### config.mk
export PLATFORM = sky130hd
export DESIGN_NAME = seg7_capture_decoder
export DESIGN_NICKNAME = d
export VERILOG_FILES = /design/src/rtl/seg7_pkg.sv /design/src/rtl/seg7_to_bcd.sv /design/src/rtl/seg7_capture_decoder.sv
export SDC_FILE = /design/constraint.sdc
export NUM_CORES = 1
export LEC_CHECK = 0
export ABC_CLOCK_PERIOD_IN_PS = 4019
export BUFFER_PORTS_ARGS = -buffer_cell sky130_fd_sc_hd__buf_2
export CORE_MARGIN = 2
export CORE_UTILIZATION = 47
export CTS_CLUSTER_SIZE = 25
export DETAILED_ROUTE_END_ITERATION = 6
export PLACE_DENSITY_LB_ADDON = 0.25
export SLEW_MARGIN = 10
export SYNTH_ARGS = -nofsm -noshare
export SYNTH_HDL_FRONTEND = slang
export SYNTH_SLANG_ARGS = --single-unit
### constraint.sdc
create_clock -name clk -period 4.02 [get_ports clk]
set_input_delay 0.603 -clock clk [delete_from_list [all_inputs] [get_ports clk]]
set_output_delay 0.603 -clock clk [all_outputs]
set_load 0.005 [all_outputs]
### src/rtl/seg7_pkg.sv
// Shared constants for the 7-segment capture path: glyph patterns {a..g},
// special nibble codes and the sampler state encoding.
package seg7_pkg;

  localparam logic [6:0] SEG_0     = 7'h7E;
  localparam logic [6:0] SEG_1     = 7'h30;
  localparam logic [6:0] SEG_2     = 7'h6D;
  localparam logic [6:0] SEG_3     = 7'h79;
  localparam logic [6:0] SEG_4     = 7'h33;
  localparam logic [6:0] SEG_5     = 7'h5B;
  localparam logic [6:0] SEG_6     = 7'h5F;
  localparam logic [6:0] SEG_7     = 7'h70;
  localparam logic [6:0] SEG_8     = 7'h7F;
  localparam logic [6:0] SEG_9     = 7'h7B;
  localparam logic [6:0] SEG_BLANK = 7'h00;

  localparam logic [3:0] BCD_BLANK = 4'hF;
  localparam logic [3:0] BCD_ERR   = 4'hE;

  typedef enum logic [1:0] {
    S_IDLE,
    S_DWELL,
    S_LOCKED
  } sampler_state_t;

endpackage

### src/rtl/seg7_to_bcd.sv
// Combinational glyph lookup: segment pattern -> BCD nibble plus an error flag
// for patterns that are neither a digit nor blank.
module seg7_to_bcd
  import seg7_pkg::*;
(
  input  logic [6:0] seg,
  output logic [3:0] bcd,
  output logic       err
);

  always_comb begin
    bcd = BCD_ERR;
    err = 1'b0;
    case (seg)
      SEG_0:     bcd = 4'd0;
      SEG_1:     bcd = 4'd1;
      SEG_2:     bcd = 4'd2;
      SEG_3:     bcd = 4'd3;
      SEG_4:     bcd = 4'd4;
      SEG_5:     bcd = 4'd5;
      SEG_6:     bcd = 4'd6;
      SEG_7:     bcd = 4'd7;
      SEG_8:     bcd = 4'd8;
      SEG_9:     bcd = 4'd9;
      SEG_BLANK: bcd = BCD_BLANK;
      default:   err = 1'b1;
    endcase
  end

endmodule

### src/rtl/seg7_capture_decoder.sv
// Recovers BCD digits from a multiplexed 7-segment bus: each digit must dwell
// stably before being committed, and complete frames leave on valid/ready.
module seg7_capture_decoder
  import seg7_pkg::*;
#(
  parameter int NUM_DIGITS    = 4,
  parameter int STABLE_CYCLES = 4
) (
  input  logic                    clk,
  input  logic                    rst_n,
  input  logic [6:0]              seg_in,
  input  logic [NUM_DIGITS-1:0]   dig_sel,
  output logic [4*NUM_DIGITS-1:0] bcd_out,
  output logic [NUM_DIGITS-1:0]   frame_err,
  output logic                    out_valid,
  input  logic                    out_ready,
  output logic                    overrun
);

  localparam int IDX_W = (NUM_DIGITS > 1) ? $clog2(NUM_DIGITS) : 1;
  localparam int CNT_W = $clog2(STABLE_CYCLES + 1);

  sampler_state_t          state_q, state_d;
  logic [CNT_W-1:0]        count_q, count_d;
  logic [IDX_W-1:0]        idx_q, idx_d, sel_idx;
  logic [6:0]              pat_q, pat_d;
  logic                    sample_valid, same_sample, commit;
  logic [3:0]              dec_bcd;
  logic                    dec_err;
  logic [4*NUM_DIGITS-1:0] digit_vec;
  logic [NUM_DIGITS-1:0]   err_vec, captured_q, commit_mask;
  logic                    complete, load, drop;

  seg7_to_bcd u_dec (
    .seg (seg_in),
    .bcd (dec_bcd),
    .err (dec_err)
  );

  assign sample_valid = (dig_sel != '0) &&
                        ((dig_sel & (dig_sel - NUM_DIGITS'(1))) == '0);
  assign same_sample  = (sel_idx == idx_q) && (seg_in == pat_q);

  always_comb begin
    sel_idx = '0;
    for (int i = 0; i < NUM_DIGITS; i++) begin
      if (dig_sel[i]) sel_idx = IDX_W'(i);
    end
  end

  always_ff @(posedge clk or negedge rst_n) begin
    if (!rst_n) begin
      state_q <= S_IDLE;
      count_q <= '0;
      idx_q   <= '0;
      pat_q   <= '0;
    end else begin
      state_q <= state_d;
      count_q <= count_d;
      idx_q   <= idx_d;
      pat_q   <= pat_d;
    end
  end

  // A different valid sample in any state restarts the dwell with count=1;
  // the commit fires on the sample that brings the count to STABLE_CYCLES.
  always_comb begin
    state_d = state_q;
    count_d = count_q;
    idx_d   = idx_q;
    pat_d   = pat_q;
    commit  = 1'b0;
    if (!sample_valid) begin
      state_d = S_IDLE;
      count_d = '0;
    end else begin
      case (state_q)
        S_DWELL: begin
          if (!same_sample) begin
            count_d = CNT_W'(1);
            idx_d   = sel_idx;
            pat_d   = seg_in;
          end else if (count_q == CNT_W'(STABLE_CYCLES - 1)) begin
            count_d = CNT_W'(STABLE_CYCLES);
            state_d = S_LOCKED;
            commit  = 1'b1;
          end else begin
            count_d = count_q + CNT_W'(1);
          end
        end
        S_LOCKED: begin
          if (!same_sample) begin
            state_d = S_DWELL;
            count_d = CNT_W'(1);
            idx_d   = sel_idx;
            pat_d   = seg_in;
          end
        end
        default: begin
          state_d = S_DWELL;
          count_d = CNT_W'(1);
          idx_d   = sel_idx;
          pat_d   = seg_in;
        end
      endcase
    end
  end

  assign commit_mask = commit ? (NUM_DIGITS'(1) << idx_q) : '0;
  assign complete    = (captured_q == {NUM_DIGITS{1'b1}});
  assign load        = complete && (!out_valid || out_ready);
  assign drop        = complete && out_valid && !out_ready;

  // A completed frame is consumed (loaded or dropped) the cycle after its last commit.
  always_ff @(posedge clk or negedge rst_n) begin
    if (!rst_n) begin
      digit_vec  <= '0;
      err_vec    <= '0;
      captured_q <= '0;
      bcd_out    <= '0;
      frame_err  <= '0;
      out_valid  <= 1'b0;
      overrun    <= 1'b0;
    end else begin
      overrun    <= drop;
      captured_q <= (complete ? '0 : captured_q) | commit_mask;
      if (commit) begin
        digit_vec[4*idx_q +: 4] <= dec_bcd;
        err_vec[idx_q]          <= dec_err;
      end
      if (load) begin
        bcd_out   <= digit_vec;
        frame_err <= err_vec;
        out_valid <= 1'b1;
      end else if (out_valid && out_ready) begin
        out_valid <= 1'b0;
      end
    end
  end

endmodule

==> results.cfg, run 1 <==
[logic_synthesis]
ys_seq_elements = 60
asyncSetResetFlopFracSynth_pct = 100
post_synth_instance_area_um2 = 3120
yosysWarningCount = 0
ys_dominant_reg_cell = sky130_fd_sc_hd__dfrtp_1
post_synth.cell_area_avg_um2 = 11.3
synthCells = 275
seq_area_frac_synth_pct = 48.2
synth.lib_cells_used.distinct = 46
synth.net_count = 297
synth-edff-count = 0

[die]
chipHeight_um = 85.4
floorplan.core_area_um2 = 6390
initial_core_util_pct = 48.8
floorplan.die_area_um2 = 7300
dieWidth_um = 85.4
num_io_pins = 36
fp-row-count = 29

[power_and_ir_drop]
peakVddDrop_uv = 277
p_leak_uw = 0.00171
p_per_area_nw_per_um2 = 375

[critical_path]
timing_worst_setup_path_type = in -> reg
critical_path.startpoint_type = input pin
end_kind = flip-flop
wp_data_required_ns = 4.23
crit_end = pat_q[2]
worst-r2r-setup-slack_ns = 1.60
worst_r2r_startpoint = pat_q[5]
timing.reg2reg.worst_path_depth = 5
critPathArrivalTime_ns = 2.66
crit_fanout = 14
worst_setup_path_startpoint = seg_in[5]
critical_path.reg2reg.endpoint = pat_q[2]

[global_routing]
vias_in_the_first_global_route = 2057
groute.usage.overall_pct = 17.2
grt_remaining_overflow = 0
grt_max_usage_layer = met2
grt.met3_usage_pct = 4.38
first_pass_grt_wire_length_mm = 9.74
pin_count_of_the_biggest_net_entering_global_routing = 34
initial_antenna_violation_count = 0
globalRouteMet1Util_pct = 22.6
global_route.usage.met2_pct = 27.0

[clock_network]
cts.repair.resized = 0
clock-root-buffer = sky130_fd_sc_hd__clkbuf_8
cts_setup_buffers = 0
clk_path_buf_depth = 2
tritoncts.num_buffers = 9
clk_pin_slew_ns = 0.07
tritoncts = yes
clock_latency_ns = 0.34
cts.sink_count = 60
cts-hold-fix-buffers = 0
htreeDepth = 3

[final_layout]
layout-area-overhead-vs-synth_pct = 13.3
fill_cells = 572
n_antenna_cell = 0
final_nets = 332
final_layout_size_suffix_gt1_share_pct = 28.6
layout.cells.most_common = sky130_fd_sc_hd__dfrtp_1
most_frequent_cells_in_the_layout = sky130_fd_sc_hd__dfrtp_1, sky130_fd_sc_hd__buf_2, sky130_fd_sc_hd__inv_1

[outcome]
run_status = completed

[timing]
timing.fmax_ghz = 0.409
fin_skew_ns = 0.00912
grt_setup_unrepaired = false
timing.setup.tns_ns = 0
fraction_of_the_cycle_the_final_worst_path_needs_pct = 60.9
max_slew_violation_count = 0
finalWorstPathRequiredPeriod_ns = 2.45
worst_slew_margin_rel_pct = 34.6
setup_slack_ns = 1.57
timing.final.hold_violations = 0
tightestPinTransition_ns = 0.968
setup_viol = 0

[worst_hold_path]
hold_path_class = in -> async

[place]
place.detailed.hpwl_mm = 4.07
place.port_buffers = 35
place_congestion = 0.782
pre_cts_ws_ns = 1.20

[routing]
post_detailed_route_drc_marker_count = 0
detailroute.via_count = 2116
viasPerCell = 5.40
wirelength_mm = 5.63
detailed_router_s_first_iteration_violation_count = 108
drt_first_pass_iters = 4
detail_route.wl_per_cell_um = 14.4
detail-route-antenna-nets = 0

[run]
max-cap-violations = 0
[kinds of logic (layout without fill, tap and decap cells)]
group                    count (synthesis)  count (layout)  share of synthesized area [%]
AO/OA/AOI/OAI                           41              41                           11.1
XOR/XNOR                                 9               9                           2.53
adder cells (fa/ha/maj)                  8               8                           3.21
buffers and inverters                   42              82                           5.66
flip-flops                              60              60                           48.2
multiplexers                            47              47                           16.2
AND/OR/NAND/NOR                         68              68                           13.1
[synthesized netlist by cell type, types with 2 or more instances]
cell type,number,area share (%)
sky130_fd_sc_hd__nor2_1,10,1.2
sky130_fd_sc_hd__mux2_1,2,0.72
sky130_fd_sc_hd__o21ai_0,2,0.32
sky130_fd_sc_hd__buf_6,2,0.72
sky130_fd_sc_hd__nand3b_1,3,0.72
sky130_fd_sc_hd__or3b_2,2,0.56
sky130_fd_sc_hd__ha_1,8,3.2
sky130_fd_sc_hd__dfrtp_1,60,48
sky130_fd_sc_hd__buf_1,2,0.24
sky130_fd_sc_hd__xor2_1,9,2.5
sky130_fd_sc_hd__nor3_1,6,0.96
sky130_fd_sc_hd__buf_2,3,0.48
sky130_fd_sc_hd__o31ai_1,5,1.2
sky130_fd_sc_hd__nand2_1,24,2.9
sky130_fd_sc_hd__nor4_4,4,2.7
sky130_fd_sc_hd__or3_1,2,0.40
sky130_fd_sc_hd__mux2i_1,20,6.4
sky130_fd_sc_hd__a21oi_1,9,1.4
sky130_fd_sc_hd__inv_1,28,3.4
sky130_fd_sc_hd__a32oi_1,2,0.56
sky130_fd_sc_hd__and3_1,3,0.60
sky130_fd_sc_hd__a21o_1,5,1.2
sky130_fd_sc_hd__a211o_1,2,0.56
sky130_fd_sc_hd__nor2b_1,4,0.80
sky130_fd_sc_hd__o41ai_1,6,1.7
sky130_fd_sc_hd__clkbuf_1,7,0.84
sky130_fd_sc_hd__mux2_2,25,9.0
sky130_fd_sc_hd__nand4_1,2,0.40
[where the power goes]
group	total [µW]	switching, µW	internal (µW)
logic	165	104	60.6
registers	638	17.1	621
clock network	520	234	286
total	1320	356	968
[per-stage QoR]
step | instances | power (µW) | util, % | hold slack (ns) | cell area [µm²]
6_report | 392 | 1320 | 55.3 | 0.282 | 3530
5_1_grt | 392 | 1390 | 55.3 | 0.321 | 3530
4_1_cts | 392 | 1340 | 55.3 | 0.298 | 3530
3_5_place_dp | 376 | 817 | 52.3 | 0.467 | 3340
3_3_place_gp | 376 | 813 | 52.3 | 0.460 | 3340
2_1_floorplan | 275 | 770 | - | 0.307 | 3120
[sequential cells by signal, summed over array words and instances, names as in the netlist]
name / count
pat_q: 7
digit_vec: 16
frame_err: 4
captured_q: 4
idx_q: 2
state_q: 2
count_q: 3
err_vec: 4
overrun: 1
out_valid: 1
bcd_out: 16
[worst max-delay path, stage by stage]
cell and delay, ns:
sky130_fd_sc_hd__buf_2 0.15, sky130_fd_sc_hd__xor2_1 0.18, sky130_fd_sc_hd__a2111oi_4 0.34, sky130_fd_sc_hd__nand3_2 0.40, sky130_fd_sc_hd__o31ai_4 0.58, sky130_fd_sc_hd__mux2_2 0.40
[per-layer routing]
| metal | share of wire, % | vias up |
|---|---|---|
| met2 | 46 | 37 |
| met3 | 3.2 | 10 |
| met5 | 0 | - |
| met4 | 2.0 | 0 |
| met1 | 49 | 1027 |
| li1 | - | 1042 |
[worst min-delay path by stage]
stage / start / to
after floorplan: rst_n / bcd_out[0]
after global placement: captured_q[1] / captured_q[1]
after detailed placement: captured_q[1] / captured_q[1]
after CTS: rst_n / state_q[1]
after global routing: rst_n / state_q[1]
final: rst_n / state_q[1]
[cell type report]
type                    instances  area (µm²)  area share, %
clock buffers                  10         128           3.61
clock inverters                 6        65.1           1.84
inverters                      28         105           2.98
multi-input cells             173        1440           40.7
flip-flops and latches         60        1500           42.5
well taps                      77        96.3           2.73
repair buffers                 38         198           5.60
Note: power is estimated with default switching activity, not from simulation.
==> inputs of run 2 (changes only) <==
--- a/config.mk
+++ b/config.mk
@@ -5,7 +5,7 @@
 export SDC_FILE = /design/constraint.sdc
 export NUM_CORES = 1
 export LEC_CHECK = 0
-export ABC_CLOCK_PERIOD_IN_PS = 4019
+export ABC_CLOCK_PERIOD_IN_PS = 2000
 export BUFFER_PORTS_ARGS = -buffer_cell sky130_fd_sc_hd__buf_2
 export CORE_MARGIN = 2
 export CORE_UTILIZATION = 47
==> constraint.sdc (replaced) <==
create_clock -name clk -period 2 [get_ports clk]
set_input_delay 0.3 -clock clk [delete_from_list [all_inputs] [get_ports clk]]
set_output_delay 0.3 -clock clk [all_outputs]
set_load 0.005 [all_outputs]
==> results.cfg, run 2 (synthesis results as in run 1) <==
[routing]
wirelength_mm = 6.04
detail_route.wl_per_cell_um = 14.3
viasPerCell = 5.27
post_detailed_route_drc_marker_count = 0
detailroute.via_count = 2229
detail-route-antenna-nets = 0
detailed_router_s_first_iteration_violation_count = 76
drt_first_pass_iters = 4

[critical_path]
critical_path.startpoint_type = flip-flop
cell_class_contributing_the_biggest_share_of_worst_path_delay = compound AO/OA/AOI/OAI gates
timing.reg2reg.worst_path_depth = 6
timing_worst_setup_path_type = reg -> reg
wp_data_required_ns = 2.22
crit_fanout = 7
critical_path.reg2reg.endpoint = pat_q[1]
timing.critical_path.cells = xor2_1, a2111oi_4, nand3_4, o31ai_4, buf_12, mux2_2
worst_r2r_startpoint = pat_q[5]
max_stage_delay_ns = 0.38
critPathArrivalTime_ns = 2.18
end_kind = flip-flop
slowest_stage = sky130_fd_sc_hd__dfrtp_1
timing.critical_path.buf_inv = 1
worst-r2r-setup-slack_ns = 0.05

[die]
chipHeight_um = 85.4
floorplan.die_area_um2 = 7300
dieWidth_um = 85.4
floorplan.core_area_um2 = 6390
num_io_pins = 36
initial_core_util_pct = 48.8
fp-row-count = 29

[timing]
worst_slew_margin_rel_pct = 52.0
tightestPinTransition_ns = 0.710
setup_viol = 0
timing.setup.tns_ns = 0
grt_setup_unrepaired = true
fin_skew_ns = 0.00522
finalWorstPathRequiredPeriod_ns = 1.95
timing.final.hold_violations = 0
timing.fmax_ghz = 0.513
max_slew_violation_count = 0
setup_slack_ns = 0.0491
fraction_of_the_cycle_the_final_worst_path_needs_pct = 97.5

[power_and_ir_drop]
p_per_area_nw_per_um2 = 724
p_leak_uw = 0.00190
peakVddDrop_uv = 523
total_power_uw = 2790

[worst_hold_path]
hold_path_depth = 2
holdPathEnd = pat_q[6]
hold_path_class = in -> reg
hp-start = seg_in[6]

[place]
dp.cells = 405
place_congestion = 0.818
place.detailed.hpwl_mm = 4.27
place.port_buffers = 35
pre_cts_ws_ns = -0.0369

[global_routing]
vias_in_the_first_global_route = 2212
pin_count_of_the_biggest_net_entering_global_routing = 61
initial_antenna_violation_count = 0
grt_remaining_overflow = 0
groute.usage.overall_pct = 18.6
first_pass_grt_wire_length_mm = 10.5

[final_layout]
most_frequent_cells_in_the_layout = sky130_fd_sc_hd__dfrtp_1, sky130_fd_sc_hd__buf_2, sky130_fd_sc_hd__inv_1
reg.largest.list = bcd_out: 16 flops, digit_vec: 16 flops, pat_q: 7 flops
layout.cells.most_common = sky130_fd_sc_hd__dfrtp_1
n_antenna_cell = 0
final_layout_size_suffix_gt1_share_pct = 36.1
layout-area-overhead-vs-synth_pct = 23.7
final_cells = 423
final_nets = 364
fill_cells = 555

[outcome]
run_status = completed

[clock_network]
tritoncts.num_buffers = 9
clock_latency_ns = 0.34
htreeDepth = 3
clock-root-buffer = sky130_fd_sc_hd__clkbuf_8
clk_path_buf_depth = 2
cts.sink_count = 60
tritoncts = yes
clk_pin_slew_ns = 0.07

[run]
max-cap-violations = 0
==> run 2: layout make-up <==
cell class              count  area [µm²]  area share, %
clock inverters             4        48.8           1.27
inverters                  28         105           2.73
repair buffers             70         493           12.8
clock buffers              11         151           3.93
flip-flops and latches     60        1500           39.0
well taps                  77        96.3           2.50
multi-input cells         173        1460           37.8
==> run 2: timing repair <==
action,in CTS,in global routing
buffers inserted,1,1
resized for setup,2,6
endpoints found under the hold margin,60,0
hold buffers,1,0
endpoints found under the setup margin,3,24
pin swaps,2,1
==> run 2: worst max path at each step <==
stage | from | endpoint | slack (ns) | cells past startpoint
2_1_floorplan | seg_in[4] | pat_q[0] | -0.004 | 6
3_3_place_gp | seg_in[5] | digit_vec[4] | -0.007 | 8
3_5_place_dp | seg_in[5] | digit_vec[2] | -0.04 | 8
4_1_cts | pat_q[6] | pat_q[0] | 0.004 | 6
5_1_grt | pat_q[5] | digit_vec[0] | -0.07 | 7
6_report | pat_q[5] | pat_q[1] | 0.05 | 6
==> run 2: per-layer routing <==
layer	up-vias	part of all wire, %	global-route usage (%)	wire length [µm]
li1	1098	-	-	-
met1	1073	46	25.0	2770
met2	43	48	28.8	2910
met3	15	3.7	3.79	222
met4	0	2.3	8.80	138
met5	-	0	0	0
==> run 2: where the power goes <==
group / leakage, µW / switching, µW / internal, µW
clock: 0.000105 / 473 / 634
sequential: 0.000729 / 28.6 / 1250
combinational: 0.00107 / 232 / 175
total: 0.00190 / 734 / 2060
==> run 2: through the flow <==
stage               utilization, %  hold slack [ns]  instance area (µm²)
floorplan                        -          0.00441                 3120
global placement              56.4            0.330                 3600
detailed placement            56.4            0.332                 3600
CTS                           59.9            0.233                 3830
global route                  60.4            0.249                 3850
finish                        60.4            0.242                 3850
